## config.mk

```make
export PLATFORM = sky130hd
export DESIGN_NAME = piso_serializer
export DESIGN_NICKNAME = d
export VERILOG_FILES = /design/src/rtl/serial_pkg.sv /design/src/rtl/piso_serializer.sv
export SDC_FILE = /design/constraint.sdc
export NUM_CORES = 1
export LEC_CHECK = 0
export CAP_MARGIN = 15
export CORE_MARGIN = 2
export CORE_UTILIZATION = 50
export CTS_BUF_LIST = sky130_fd_sc_hd__clkbuf_8
export CTS_CLUSTER_DIAMETER = 80
export DETAILED_ROUTE_END_ITERATION = 6
export PLACE_DENSITY = 0.9
export SLEW_MARGIN = 20
export SYNTH_ARGS = -nofsm -noshare
export SYNTH_HDL_FRONTEND = slang
export SYNTH_SLANG_ARGS = --single-unit
export TNS_END_PERCENT = 50
```

## constraint.sdc

```tcl
create_clock -name clk -period 1.8 [get_ports clk]
set_clock_uncertainty 0.15 [all_clocks]
set_input_delay 0.36 -clock clk [delete_from_list [all_inputs] [get_ports clk]]
set_output_delay 0.36 -clock clk [all_outputs]
set_load 0.02 [all_outputs]
```

## src/rtl/serial_pkg.sv

```systemverilog
// Shared definitions for the serializer and the detector-side harness.
//   ser_state_e  : symbolic serializer states, for harness/debug use
//   ST_IDLE/SHIFT: the same encodings as plain logic constants, used by the RTL
//   SER_W        : default word width
//   SER_IDLE_BIT : default value driven on the serial line between words
package serial_pkg;

    typedef enum logic [0:0] {
        IDLE  = 1'b0,
        SHIFT = 1'b1
    } ser_state_e;

    localparam logic [0:0] ST_IDLE  = 1'b0;
    localparam logic [0:0] ST_SHIFT = 1'b1;

    localparam int unsigned SER_W        = 8;
    localparam logic        SER_IDLE_BIT = 1'b0;

endpackage

```

## src/rtl/piso_serializer.sv

```systemverilog
// Parallel-in / serial-out stage feeding the serial pattern detector.
// Accepts W-bit words on a valid/ready handshake and emits one bit per clock.
// The next word can be accepted while the last bit of the current one is on
// the line, so back-to-back words produce a gapless stream.
//
// Ports:
//   clk        : rising-edge clock
//   rst        : synchronous reset, active-low
//   din        : parallel word to transmit
//   din_valid  : din holds a valid word
//   din_ready  : word will be taken at the next posedge (0 during reset)
//   sout       : serial bit (IDLE_BIT between words)
//   sout_valid : sout carries a data bit
//   last_bit   : sout carries the final bit of the current word
//   word_cnt   : words fully transmitted, wraps modulo 2^CNT_W
//
// state | meaning
// ------+---------------------------------------------------------
// IDLE  | no word in flight; sout shows idle fill
// SHIFT | word in flight; bit_cnt counts remaining bits down to 0
module piso_serializer
    import serial_pkg::*;
#(
    parameter int unsigned W         = SER_W,
    parameter bit          LSB_FIRST = 1'b0,
    parameter logic        IDLE_BIT  = SER_IDLE_BIT,
    parameter int unsigned CNT_W     = 8
) (
    input  logic             clk,
    input  logic             rst,
    input  logic [W-1:0]     din,
    input  logic             din_valid,
    output logic             din_ready,
    output logic             sout,
    output logic             sout_valid,
    output logic             last_bit,
    output logic [CNT_W-1:0] word_cnt
);

    localparam int unsigned    BCW          = $clog2(W);
    localparam logic [BCW-1:0] BIT_CNT_LOAD = BCW'(W - 1);

    logic [0:0]       state_q,      state_d;
    logic [W-1:0]     shift_reg_q,  shift_reg_d;
    logic [BCW-1:0]   bit_cnt_q,    bit_cnt_d;
    logic [CNT_W-1:0] word_cnt_q,   word_cnt_d;
    logic             sout_q,       sout_d;
    logic             sout_valid_q, sout_valid_d;
    logic             last_bit_q,   last_bit_d;

    logic word_end;
    logic xfer;

    assign word_end  = (state_q == ST_SHIFT) && (bit_cnt_q == '0);
    assign din_ready = rst && ((state_q == ST_IDLE) || word_end);
    assign xfer      = din_valid && din_ready;

    always_comb begin
        state_d     = state_q;
        shift_reg_d = shift_reg_q;
        bit_cnt_d   = bit_cnt_q;
        word_cnt_d  = word_cnt_q;

        if (word_end) begin
            word_cnt_d = word_cnt_q + CNT_W'(1);
            state_d    = ST_IDLE;
        end else if (state_q == ST_SHIFT) begin
            // Move the next bit into the output position.
            if (LSB_FIRST) begin
                shift_reg_d = {1'b0, shift_reg_q[W-1:1]};
            end else begin
                shift_reg_d = {shift_reg_q[W-2:0], 1'b0};
            end
            bit_cnt_d = bit_cnt_q - BCW'(1);
        end

        // A transfer on the last-bit cycle overrides the return to IDLE.
        if (xfer) begin
            shift_reg_d = din;
            bit_cnt_d   = BIT_CNT_LOAD;
            state_d     = ST_SHIFT;
        end

        // Outputs are registered from the next-state values so the first
        // bit appears the cycle right after acceptance.
        sout_valid_d = (state_d == ST_SHIFT);
        if (sout_valid_d) begin
            sout_d = LSB_FIRST ? shift_reg_d[0] : shift_reg_d[W-1];
        end else begin
            sout_d = IDLE_BIT;
        end
        last_bit_d = sout_valid_d && (bit_cnt_d == '0);
    end

    always_ff @(posedge clk) begin
        if (!rst) begin
            state_q      <= ST_IDLE;
            shift_reg_q  <= '0;
            bit_cnt_q    <= '0;
            word_cnt_q   <= '0;
            sout_q       <= IDLE_BIT;
            sout_valid_q <= 1'b0;
            last_bit_q   <= 1'b0;
        end else begin
            state_q      <= state_d;
            shift_reg_q  <= shift_reg_d;
            bit_cnt_q    <= bit_cnt_d;
            word_cnt_q   <= word_cnt_d;
            sout_q       <= sout_d;
            sout_valid_q <= sout_valid_d;
            last_bit_q   <= last_bit_d;
        end
    end

    assign sout       = sout_q;
    assign sout_valid = sout_valid_q;
    assign last_bit   = last_bit_q;
    assign word_cnt   = word_cnt_q;

endmodule
```

==> impl_metrics.env, run 1 <==
export IMPL_status="finished, final reports clean"
export IMPL_antenna_diode_count=0
export IMPL_ys_top_cells_by_count="21 x dfxtp_1, 8 x a211oi_1, 8 x inv_1"
export IMPL_clk_latency_ns=0.27
export IMPL_grt_max_degree=17
export IMPL_path_max_fanout=2
export IMPL_synthArstFlopShare_pct=0
export IMPL_yosysMostFrequentCell="dfxtp_1"
export IMPL_synthMuxAreaShare_pct=2.06
export IMPL_drive_above_1_share_pct=18.6
export IMPL_io_buffers=22
export IMPL_synth_adder_area_share_pct=3.87
export IMPL_die_w_um=48.0
export IMPL_synth_edf_count=0
export IMPL_rsz0062_at_grt="true"
export IMPL_fin_util_pct=76.4
export IMPL_syn2layout_area_growth_pct=40.5
export IMPL_layout_min_cycle_time_ns=1.79
export IMPL_synth_fp_nets=121
export IMPL_cts_buffers=3
export IMPL_tns_ns=0
export IMPL_die_area_um2=2310
export IMPL_power_mw=1.06
export IMPL_fmax_mhz=557
export IMPL_globalplace_congestion=0.803
export IMPL_worstSetupPathType="reg2out"
export IMPL_cts_root_buf="clkbuf_8"
export IMPL_hold_viol=0
export IMPL_path_clk_slew_ns=0.08
export IMPL_clockBufferDepth=2
export IMPL_grt_pass1_vias=867
export IMPL_min_path_type="reg2reg"
export IMPL_cp_start_kind="register"
export IMPL_worstPathRequired_ns=1.29
export IMPL_via_per_inst=5.67
export IMPL_crit_path_end="din_ready"
export IMPL_worst_pin_slew_ns=0.247
export IMPL_drt_iter0_markers=26
export IMPL_arrival_ns=1.28
export IMPL_ys_flop_type="dfxtp_1"
export IMPL_clock_sinks=21
export IMPL_synthCells=107
export IMPL_yosys_top_cells_area="dfxtp_1 43%, a211oi_1 6.2%, a221oi_1 5.4%, nor2b_1 4.5%, ha_1 3.9%"
export IMPL_drt_wl_total_mm=2.46
export IMPL_yosys_register_bits=21
export IMPL_slew_headroom_pct=83.5
export IMPL_rows=15
export IMPL_end_kind="primary output"
export IMPL_io_pins=23
export IMPL_syn_avg_cell_area_um2=9.06
export IMPL_grt_usage_pct=24.5
export IMPL_vias=935
export IMPL_r2r_start="bit_cnt_q[0]"
export IMPL_p_per_area_nw_per_um2=779
export IMPL_p_leak_nw=0.581
export IMPL_ant_nets=0
export IMPL_die_h_um=48.0
export IMPL_r2r_slack_ns=0.11
export IMPL_synth_compound_area_share_pct=21.9
export IMPL_path_cells="inv_2 -> ha_4 -> nand2b_1 -> and2_4 -> nor2_4 -> buf_6"
export IMPL_syn_area_um2=970
export IMPL_drv_slew=0
export IMPL_finalNetCount=155
export IMPL_gr_total_overflow=0
export IMPL_cts_tree="yes"
export IMPL_synth_xor_area_share_pct=1.81
export IMPL_wire_per_inst_um=14.9
export IMPL_critPathMaxStageDelay_ns=0.33
export IMPL_ys_warn_count=0
export IMPL_drtPass1Iterations=4
export IMPL_min_period_over_period_pct=99.7
export IMPL_synth_simple_gate_area_share_pct=20.5
export IMPL_ir_worst_vdd_mv=0.666
export IMPL_core_region_area_um2=1780
export IMPL_finalSetupViolCount=0
export IMPL_synth_top_family_by_area="compound AO/OA/AOI/OAI gates"
export IMPL_regToRegEndpoint="word_cnt[7]"
export IMPL_cap_viol_max_count=0
export IMPL_synth_top_area_share_pct=43.4
export IMPL_drt_drc_violations_left=0
export IMPL_start_util_pct=54.4
export IMPL_cts_max_level=1
export IMPL_antenna_found_initial=0
export IMPL_ys_types=30
export IMPL_dp_hpwl_mm=1.62
export IMPL_critPathSlowestCell="dfxtp_2"
export IMPL_reg2reg_depth=6
export IMPL_crit_path_start="bit_cnt_q[0]"
export IMPL_ys_seq_area_share_pct=43.4
export IMPL_cts_hold_buf=0
export IMPL_grt_pass1_wl_mm=3.84
export IMPL_yosys_area_top_type="dfxtp_1"
## area by class of cell
| class | instances | area [um2] |
|---|---|---|
| multi-input cells | 70 | 509 |
| flip-flops and latches | 21 | 423 |
| fillers | 132 | 420 |
| repair buffers | 36 | 320 |
| clock buffers | 3 | 41.3 |
| inverters | 9 | 33.8 |
| well taps | 25 | 31.3 |
| clock inverters | 1 | 3.75 |
## cell usage in the layout (no fill, tap or decap), types with 6 or more instances in the layout
master,n
a221oi_1,6
clkdlybuf4s50_1,13
buf_4,14
dlygate4sd2_1,7
inv_1,7
a21oi_1,6
a211oi_1,8
nor2b_1,7
dfxtp_1,19
## metrics by stage
stage               instances  hold WS [ns]  area (um2)  setup slack (ns)
floorplan                 107         0.279         973            0.0209
global placement          159         0.289        1280            -0.398
detailed placement        159         0.297        1280            -0.414
CTS                       163         0.309        1320           -0.0686
global route              165         0.322        1360           -0.0283
finish                    165         0.310        1360           0.00610
## critical path: cells and delay by family (launching register included)
| kind | cells | cell delay [ns] |
|---|---|---|
| flip-flops | 1 | 0.33 |
| adder cells (fa/ha/maj) | 1 | 0.13 |
| AND/OR/NAND/NOR | 3 | 0.36 |
| buffers and inverters | 2 | 0.21 |
## repair_timing
item,in CTS,in global routing
gates cloned,0,0
pin swaps,0,2
setup buffers,0,2
gates resized for setup,13,9
setup endpoints to repair,8,4
## worst min path at each step
stage	start	endpoint	slack, ns	depth (start not counted)
6_report	shift_reg_q[4]	shift_reg_q[5]	0.31	2
5_1_grt	shift_reg_q[4]	shift_reg_q[5]	0.32	2
4_1_cts	shift_reg_q[4]	shift_reg_q[5]	0.31	2
3_3_place_gp	shift_reg_q[4]	shift_reg_q[5]	0.29	2
2_1_floorplan	shift_reg_q[1]	shift_reg_q[2]	0.28	2
3_5_place_dp	shift_reg_q[4]	shift_reg_q[5]	0.30	2
## sequential cells by signal (all words and copies together), names as in the netlist
name and flops:
bit_cnt_q 3, sout_valid 1, last_bit 1, word_cnt 8
shift_reg_q 7, sout 1
## power breakdown
group / internal (mW) / switching (mW)
sequential: 0.494 / 0.0164
clock: 0.152 / 0.158
combinational: 0.125 / 0.116
total: 0.771 / 0.290
## metal layers
layer | part of all wire, % | global-route usage, % | vias up
met5 | 0 | 0 | -
met4 | 1.2 | 9.73 | 0
met3 | 2.1 | 3.40 | 4
met2 | 51 | 40.5 | 14
met1 | 46 | 32.1 | 461
li1 | - | - | 456
## logic make-up after synthesis
family	Yosys count
and+or+nand+nor	33
DFF	21
AOI/OAI and AO/OA	30
xor gates and xnor gates	2
muxes	2
adders and majority gates	3
buffers and inverters	16
No activity file was read; power rests on OpenSTA's default activity.
==> run 2, diff against run 1 <==
clock period = 1.75 ns   (was 1.8 ns; I/O delays follow)
==> impl_metrics.env, run 2 (same netlist as run 1, synthesis figures left out) <==
export IMPL_ir_worst_vdd_mv=0.567
export IMPL_switching_share_pct=27.2
export IMPL_syn2layout_area_growth_pct=43.2
export IMPL_cts_buffers=3
export IMPL_rsz0062_at_grt="true"
export IMPL_layout_min_cycle_time_ns=1.77
export IMPL_io_pins=23
export IMPL_fmax_mhz=565
export IMPL_globalplace_congestion=0.723
export IMPL_path_max_fanout=2
export IMPL_dpl_cell_area_um2=1290
export IMPL_slew_headroom_pct=81.3
export IMPL_end_kind="primary output"
export IMPL_vias=947
export IMPL_die_w_um=48.0
export IMPL_fin_util_pct=77.9
export IMPL_grt_pass1_wl_mm=3.60
export IMPL_grt_usage_pct=22.4
export IMPL_worst_pin_slew_ns=0.278
export IMPL_critPathSlowestCell="dfxtp_2"
export IMPL_p_int_mw=0.803
export IMPL_path_clk_slew_ns=0.08
export IMPL_min_path_type="reg2reg"
export IMPL_cts_tree="yes"
export IMPL_drt_drc_violations_left=0
export IMPL_antenna_diode_count=0
export IMPL_pwr_share_comb_pct=23.2
export IMPL_drt_iter0_markers=15
export IMPL_die_h_um=48.0
export IMPL_final_common_cell="dfxtp_1"
export IMPL_hold_viol=0
export IMPL_wire_per_inst_um=14.0
export IMPL_core_region_area_um2=1780
export IMPL_filler_cell_count=130
export IMPL_clockPowerShare_pct=29.3
export IMPL_worstSetupPathType="reg2out"
export IMPL_drt_wl_total_mm=2.32
export IMPL_r2r_slack_ns=0.06
export IMPL_p_leak_nw=0.609
export IMPL_status="finished with violations"
export IMPL_clk_latency_ns=0.26
export IMPL_clockBufferDepth=2
export IMPL_sequentialPowerShare_pct=47.5
export IMPL_worstPathRequired_ns=1.25
export IMPL_power_mw=1.10
export IMPL_drtPass1Iterations=4
export IMPL_ant_nets=0
export IMPL_p_per_area_nw_per_um2=794
export IMPL_cap_viol_max_count=0
export IMPL_start_util_pct=54.4
export IMPL_die_area_um2=2310
export IMPL_critPathMaxStageDelay_ns=0.33
export IMPL_antenna_found_initial=0
export IMPL_cp_start_kind="register"
export IMPL_arrival_ns=1.27
export IMPL_rows=15
export IMPL_pre_cts_ws_ns=-0.429
export IMPL_dp_hpwl_mm=1.58
export IMPL_cts_hold_buf=0
export IMPL_io_buffers=22
export IMPL_fin_ws_ns=-0.0190
export IMPL_finalSetupViolCount=1
export IMPL_violations="setup timing"
export IMPL_finalNetCount=156
export IMPL_gr_total_overflow=0
export IMPL_drive_above_1_share_pct=22.0
export IMPL_cts_max_level=1
export IMPL_grt_max_degree=17
export IMPL_cts_root_buf="clkbuf_8"
export IMPL_via_per_inst=5.70
export IMPL_path_cells="inv_2 -> ha_4 -> nand2b_4 -> and2_4 -> nor2_4 -> buf_6"
export IMPL_power_switching_mw=0.300
export IMPL_grt_pass1_vias=869
export IMPL_min_period_over_period_pct=101
export IMPL_layout_common_cells="19 x dfxtp_1, 15 x buf_4, 12 x clkdlybuf4s50_1, 8 x a211oi_1"
export IMPL_fin_area_um2=1390
export IMPL_drv_slew=0
export IMPL_clock_sinks=21
export IMPL_largest_reg_flops=8
==> run 2: cell type report <==
| type | count | area (um2) | share of cell area (%) |
|---|---|---|---|
| inverter | 9 | 33.8 | 2.43 |
| clock buffer | 3 | 41.3 | 2.97 |
| sequential | 21 | 423 | 30.5 |
| timing repair buffer | 37 | 330 | 23.8 |
| tap | 25 | 31.3 | 2.25 |
| clock inverter | 1 | 5.00 | 0.360 |
| multi-input combinational | 70 | 524 | 37.7 |
==> run 2: power by group through the flow <==
stage | clock [mW] | sequential, mW | combinational (mW)
finish | 0.324 | 0.524 | 0.256
global route | 0.346 | 0.527 | 0.277
CTS | 0.324 | 0.521 | 0.226
detailed placement | 0 | 0.532 | 0.224
global placement | 0 | 0.530 | 0.217
floorplan | 0 | 0.538 | 0.122
==> run 2: through the flow <==
step / instances / hold slack (ns) / TNS [ns]
after floorplan: 107 / 0.279 / 0
after global placement: 159 / 0.283 / -0.436
after detailed placement: 159 / 0.307 / -0.429
after CTS: 163 / 0.317 / -0.0872
after global routing: 166 / 0.329 / -0.0577
final: 166 / 0.310 / -0.0190
==> run 2: layer usage <==
metal / global-route usage [%] / wire length, um / share of wire [%]
met5: 0 / 0 / 0
met2: 41.1 / 1240 / 53
met4: 6.49 / 24 / 1.0
met1: 26.6 / 972 / 42
met3: 3.40 / 85 / 3.7
==> run 2: timing repair <==
| action | in CTS | in global routing |
|---|---|---|
| buffers inserted | 0 | 3 |
| pin swaps | 0 | 3 |
| endpoints found under the setup margin | 8 | 7 |
| gates resized for setup | 13 | 12 |
==> run 2: critical path: cells and delay by family (launching register included) <==
kind                       cells  cell delay (ns)
adders and majority gates      1             0.15
buffers and inverters          2             0.20
DFF                            1             0.33
and+or+nand+nor                3             0.33
==> run 2: path summary, 6_finish.rpt <==
path,start,to,cells past startpoint
max,bit_cnt_q[1],din_ready,6
min,shift_reg_q[1],shift_reg_q[2],2
max reg2reg,bit_cnt_q[1],word_cnt[5],6
min reg2reg,shift_reg_q[1],shift_reg_q[2],2
